## src/rtl/cache_fill_responder.sv

```systemverilog
// Backing-store responder for a cache: critical-word-first 8-beat halfword line fills
// and single-word byte-masked writes with a four-phase req/ack handshake.
module cache_fill_responder #(
    parameter int ADDRBITS   = 12,
    parameter int FILL_DELAY = 2
) (
    input  logic                clk,
    input  logic                reset,
    input  logic                req,
    input  logic                rw,
    input  logic [31:0]         addr,
    input  logic [31:0]         wr_data,
    input  logic [3:0]          wr_bytesel,
    output logic                fill,
    output logic [15:0]         rd_data,
    output logic                wr_ack,
    output logic                busy,
    output logic [ADDRBITS-1:0] mem_addr,
    output logic                mem_rd,
    input  logic [31:0]         mem_q,
    output logic                mem_we,
    output logic [31:0]         mem_wdata,
    output logic [3:0]          mem_bytesel
);

    localparam int LW = ADDRBITS - 2;
    localparam int CW = $clog2(FILL_DELAY + 2);
    localparam logic [CW-1:0] DLY_LAST = CW'((FILL_DELAY > 0) ? FILL_DELAY - 1 : 0);
    localparam logic [CW-1:0] DLY_ONE  = CW'(32'd1);

    typedef enum logic [2:0] {
        S_IDLE     = 3'd0,
        S_DELAY    = 3'd1,
        S_PREFETCH = 3'd2,
        S_BURST    = 3'd3,
        S_WRITE    = 3'd4,
        S_WRACK    = 3'd5
    } state_e;

    state_e              state_q, state_d;
    logic [CW-1:0]       dly_q, dly_d;
    logic [2:0]          beat_q, beat_d;
    logic [LW-1:0]       line_q, line_d;
    logic [1:0]          crit_q, crit_d;
    logic [15:0]         lo_q, lo_d;
    logic                fill_q, fill_d;
    logic                wr_ack_q, wr_ack_d;
    logic                busy_q, busy_d;
    logic                mem_rd_q, mem_rd_d;
    logic                mem_we_q, mem_we_d;
    logic [ADDRBITS-1:0] mem_addr_q, mem_addr_d;
    logic [31:0]         mem_wdata_q, mem_wdata_d;
    logic [3:0]          mem_bytesel_q, mem_bytesel_d;
    logic [1:0]          nxt_word_s;
    logic                unused_addr_s;

    // Word fetched on an even beat is the one after the current one, wrapping inside the line.
    assign nxt_word_s    = crit_q + beat_q[2:1] + 2'd1;
    assign unused_addr_s = ^{addr[31:ADDRBITS+2], addr[1:0]};

    // Next-state and next-output logic; strobes are computed one cycle ahead so they leave registers.
    always_comb begin
        state_d       = state_q;
        dly_d         = dly_q;
        beat_d        = beat_q;
        line_d        = line_q;
        crit_d        = crit_q;
        lo_d          = lo_q;
        mem_addr_d    = mem_addr_q;
        mem_wdata_d   = mem_wdata_q;
        mem_bytesel_d = mem_bytesel_q;
        mem_rd_d      = 1'b0;
        mem_we_d      = 1'b0;
        wr_ack_d      = 1'b0;
        fill_d        = 1'b0;
        case (state_q)
            S_IDLE: begin
                if (req) begin
                    if (rw) begin
                        line_d = addr[ADDRBITS+1:4];
                        crit_d = addr[3:2];
                        dly_d  = '0;
                        if (FILL_DELAY == 0) begin
                            state_d    = S_PREFETCH;
                            mem_rd_d   = 1'b1;
                            mem_addr_d = addr[ADDRBITS+1:2];
                        end else begin
                            state_d = S_DELAY;
                        end
                    end else begin
                        mem_addr_d    = addr[ADDRBITS+1:2];
                        mem_wdata_d   = wr_data;
                        mem_bytesel_d = wr_bytesel;
                        mem_we_d      = 1'b1;
                        wr_ack_d      = 1'b1;
                        state_d       = S_WRITE;
                    end
                end else begin
                    state_d = S_IDLE;
                end
            end
            S_DELAY: begin
                dly_d = dly_q + DLY_ONE;
                if (dly_q == DLY_LAST) begin
                    state_d    = S_PREFETCH;
                    mem_rd_d   = 1'b1;
                    mem_addr_d = {line_q, crit_q};
                end else begin
                    state_d = S_DELAY;
                end
            end
            S_PREFETCH: begin
                beat_d  = 3'd0;
                fill_d  = 1'b1;
                state_d = S_BURST;
            end
            S_BURST: begin
                beat_d = beat_q + 3'd1;
                if (!beat_q[0]) begin
                    lo_d = mem_q[15:0];
                end else begin
                    lo_d = lo_q;
                end
                // mem_q holds until the next read, so the read for word i+1 goes out on the odd beat.
                if (!beat_q[0] && (beat_q != 3'd6)) begin
                    mem_rd_d   = 1'b1;
                    mem_addr_d = {line_q, nxt_word_s};
                end else begin
                    mem_rd_d = 1'b0;
                end
                if (beat_q == 3'd7) begin
                    state_d = S_IDLE;
                end else begin
                    state_d = S_BURST;
                end
            end
            S_WRITE: begin
                state_d = S_WRACK;
            end
            S_WRACK: begin
                if (req) begin
                    state_d = S_WRACK;
                end else begin
                    state_d = S_IDLE;
                end
            end
            default: begin
                state_d = S_IDLE;
            end
        endcase
        busy_d = (state_d != S_IDLE);
    end

    // State and registered-output update.
    always_ff @(posedge clk or posedge reset) begin
        if (reset) begin
            state_q       <= S_IDLE;
            dly_q         <= '0;
            beat_q        <= 3'd0;
            line_q        <= '0;
            crit_q        <= 2'd0;
            lo_q          <= 16'd0;
            fill_q        <= 1'b0;
            wr_ack_q      <= 1'b0;
            busy_q        <= 1'b0;
            mem_rd_q      <= 1'b0;
            mem_we_q      <= 1'b0;
            mem_addr_q    <= '0;
            mem_wdata_q   <= 32'd0;
            mem_bytesel_q <= 4'd0;
        end else begin
            state_q       <= state_d;
            dly_q         <= dly_d;
            beat_q        <= beat_d;
            line_q        <= line_d;
            crit_q        <= crit_d;
            lo_q          <= lo_d;
            fill_q        <= fill_d;
            wr_ack_q      <= wr_ack_d;
            busy_q        <= busy_d;
            mem_rd_q      <= mem_rd_d;
            mem_we_q      <= mem_we_d;
            mem_addr_q    <= mem_addr_d;
            mem_wdata_q   <= mem_wdata_d;
            mem_bytesel_q <= mem_bytesel_d;
        end
    end

    // The high half comes straight from the store on even beats; the low half from the held copy.
    always_comb begin
        if (state_q == S_BURST) begin
            rd_data = beat_q[0] ? lo_q : mem_q[31:16];
        end else begin
            rd_data = 16'd0;
        end
    end

    assign fill        = fill_q;
    assign wr_ack      = wr_ack_q;
    assign busy        = busy_q;
    assign mem_rd      = mem_rd_q;
    assign mem_we      = mem_we_q;
    assign mem_addr    = mem_addr_q;
    assign mem_wdata   = mem_wdata_q;
    assign mem_bytesel = mem_bytesel_q;

endmodule
```

## config.mk

```make
export PLATFORM = sky130hd
export DESIGN_NAME = cache_fill_responder
export DESIGN_NICKNAME = d
export VERILOG_FILES = /design/src/rtl/cache_fill_responder.sv
export SDC_FILE = /design/constraint.sdc
export NUM_CORES = 1
export LEC_CHECK = 0
export BUFFER_PORTS_ARGS = -buffer_cell sky130_fd_sc_hd__buf_2
export CORE_AREA = 2 2 111 113
export DETAILED_ROUTE_END_ITERATION = 16
export DIE_AREA = 0 0 113 115
export HOLD_SLACK_MARGIN = 0.12
export PLACE_DENSITY_LB_ADDON = 0.15
export SKIP_CTS_REPAIR_TIMING = 1
export SLEW_MARGIN = 20
export SYNTH_ARGS = -nofsm -noshare
export SYNTH_HDL_FRONTEND = slang
export SYNTH_SLANG_ARGS = --single-unit
```

## constraint.sdc

```tcl
create_clock -name clk -period 5.52 [get_ports clk]
set_input_delay 0.552 -clock clk [delete_from_list [all_inputs] [get_ports clk]]
set_output_delay 0.552 -clock clk [all_outputs]
set_load 0.02 [all_outputs]
```

==> summary.txt <==
Outcome
  • Status: finished with violations
  • Failing checks: DRC

Yosys
  • Synthesized flop and latch total: 88
  • Synth Cell Area: 4060 sq um
  • Yosys warnings: 0
  • Post-Synthesis Cells: 286
  • Syn nets: roughly 400
  • Fraction of registers with async set/reset: 100%
  • Yosys cell types: 31
  • Synth Flop Type: dfrtp_1
  • Seq/Total Area, Yosys: a little over half
  • EDFF count, synth: 0
  • Syn avg cell area: 14.2 sq um

Timing
  • Worst-Margin Slew: 1.07 ns
  • Final setup violation count: 0
  • Final Hold Vio Count: 0
  • Slew HR: 28.9%
  • Final setup TNS: 0 ns
  • Fin crit period: 2.84 ns
  • Final period util: around half
  • Worst-case clock skew: 0.00699 ns
  • RSZ-0062 raised after global routing: no
  • Fmax: 0.352 GHz
  • Max Slew Vio Count: 0

Clock tree
  • Clock latency on the worst-skew pair: 0.34 ns
  • Root Driver: clkbuf_16
  • TritonCTS clock tree: built
  • CTS buffer count: 9
  • Clock sinks: 88
  • Max Buffers Root-to-Sink: 2
  • Worst-path clk slew: around 0.060 ns
  • H-tree lvl count: 3

Floorplan
  • Core area: about 12000 sq um
  • Die ar.: ~13000 sq um
  • Die H: 115 um
  • Initial core utilization: 34.4%
  • Row cnt: 40
  • I/O pin total: 173
  • Die Wd: 113 um

Pwr
  • Worst vdd ir: between 0.3 and 0.4 mV
  • P_leak: 2.66 nW
  • PD cells: 626 nW/um^2
  • Pwr Total: 3.26 mW

Layout
  • Util after Layout: 44.1%
  • Diodes inserted: 0
  • Layout net count: 543
  • Synthesis-to-finish area growth: 28.1%
  • FILL cells: about 1100
  • Layout cells sized above 1: 58.1%

Critical path
  • Setup crit end kind: flip-flop
  • WS Path Type: reg2reg
  • Crit-path max FO: 20
  • WP data arrival: approximately 3.1 ns
  • CP required: about 5.8 ns
  • Crit start category: flip-flop

Routing
  • Final WL: 8360 um
  • Drt wl/cell: 14.3 um
  • Drt pass-1 iters: 10
  • Initial DRC Count: 94
  • Residual DRC: 8
  • Antenna Violating Nets Remaining: 0
  • DR vias: roughly 2700
  • Routed vias/inst: 4.58

Global routing
  • Largest net degree at the start of global routing: 61
  • Grt ovf: 0
  • First-pass GRT wire length: 13600 um
  • Vias in the first global route: about 2700
  • Initial antenna violation count: 0
  • Gr usage total: 13.4%

Place
  • GPL Wtd Cong: 0.701
  • IO buf count: 152
  • DP Wirelength: roughly 5700 um

Job
  • Max Cap Viol: 0

Worst hold path
  • Hold Crit Class: in2async
==> layer usage <==
layer  vias up  track usage (%)  wire length, um
met5         -                0                0
met4         0             4.15               85
met3         6             6.17              681
met2        94             21.5             4050
met1      1294             16.1             3540
li1       1287                -                -
==> worst max-delay path, cell delays in order, from the launching register on <==
cell     delay, ns
dfrtp_1       1.05
inv_1         0.15
ha_1          0.24
nand2_1       0.08
a31oi_1       0.12
nor3_4        0.68
mux2_2        0.41
==> placed cells by master, fill, tap and decap left out, types with 4 or more instances in the layout <==
master     count
buf_2        152
dfrtp_1       88
mux2_2        43
mux2_4        36
nor2_1        20
mux2i_1       16
nand2_1       12
clkbuf_16      9
o21ai_0        8
mux2_1         7
inv_1          6
ha_1           5
nand2b_1       4
a21oi_1        4
==> path summary, 6_finish.rpt <==
check / cells after the start / from / to / slack [ns]
setup / recovery: 6 / beat_q[0] / mem_addr[8] / 2.68
hold / removal: 2 / reset / mem_wdata[7] / 0.19
setup reg to reg: 6 / beat_q[0] / mem_addr[8] / 2.68
hold reg to reg: 2 / dly_q[1] / dly_q[1] / 0.48
max in group asynchronous: 3 / reset / mem_wdata[0] / 4.23
min in group clk: 2 / wr_data[27] / mem_wdata[27] / 0.42
==> where the power goes <==
part | leakage (nW) | switching, mW | internal [mW]
Sequential | 1.06 | 0.225 | 0.970
Combinational | 1.46 | 0.709 | 0.742
Clock | 0.143 | 0.249 | 0.364
Total | 2.66 | 1.18 | 2.08
==> state kept, by name, summed over array words and instances, names as in the netlist, 2 cells and up <==
register	count
line_q	10
crit_q	2
beat_q	3
lo_q	16
mem_addr	12
mem_wdata	32
dly_q	2
mem_bytesel	4
state_q	3
==> final cells by class <==
class                   instances  area [sq um]  share of cell area (%)
repair buffers                153           768                    14.8
clock buffers                  12           246                    4.73
clock inverters                 4          51.3                   0.985
flip-flops and latches         88          2200                    42.3
well taps                     147           184                    3.53
inverters                       7          28.8                   0.553
multi-input cells             175          1730                    33.2
==> synthesized netlist by cell type, types with 4 or more instances <==
master    number  area, sq um
a21oi_1        4         20.0
buf_2          5         25.0
buf_4          5         37.5
buf_6          5         56.3
dfrtp_1       88         2200
ha_1           5         62.6
inv_1          7         26.3
mux2_1         7         78.8
mux2_2        43          484
mux2_4        36          541
mux2i_1       16          160
nand2_1       13         48.8
nand2b_1       4         25.0
nor2_1        20         75.1
o21ai_0        8         40.0
==> cells by family after synthesis <==
kind of cell             count (synthesis)  synth area share, %
buffers and inverters                   23                 3.66
AND/OR/NAND/NOR                         49                 6.59
AO/OA/AOI/OAI                           18                 2.71
XOR/XNOR                                 1                0.216
multiplexers                           102                 31.1
flip-flops                              88                 54.2
adder cells (fa/ha/maj)                  5                 1.54
==> stage by stage <==
step           hold slack (ns)  worst slack, ns  instances  instance area (sq um)
2_1_floorplan            0.448             2.69        286                   4060
3_3_place_gp             0.469             2.59        570                   4900
3_5_place_dp             0.479             2.58        570                   4900
4_1_cts                  0.190             2.58        586                   5200
5_1_grt                  0.201             2.43        586                   5210
6_report                 0.186             2.68        586                   5210
No activity file was read; power rests on OpenSTA's default activity.
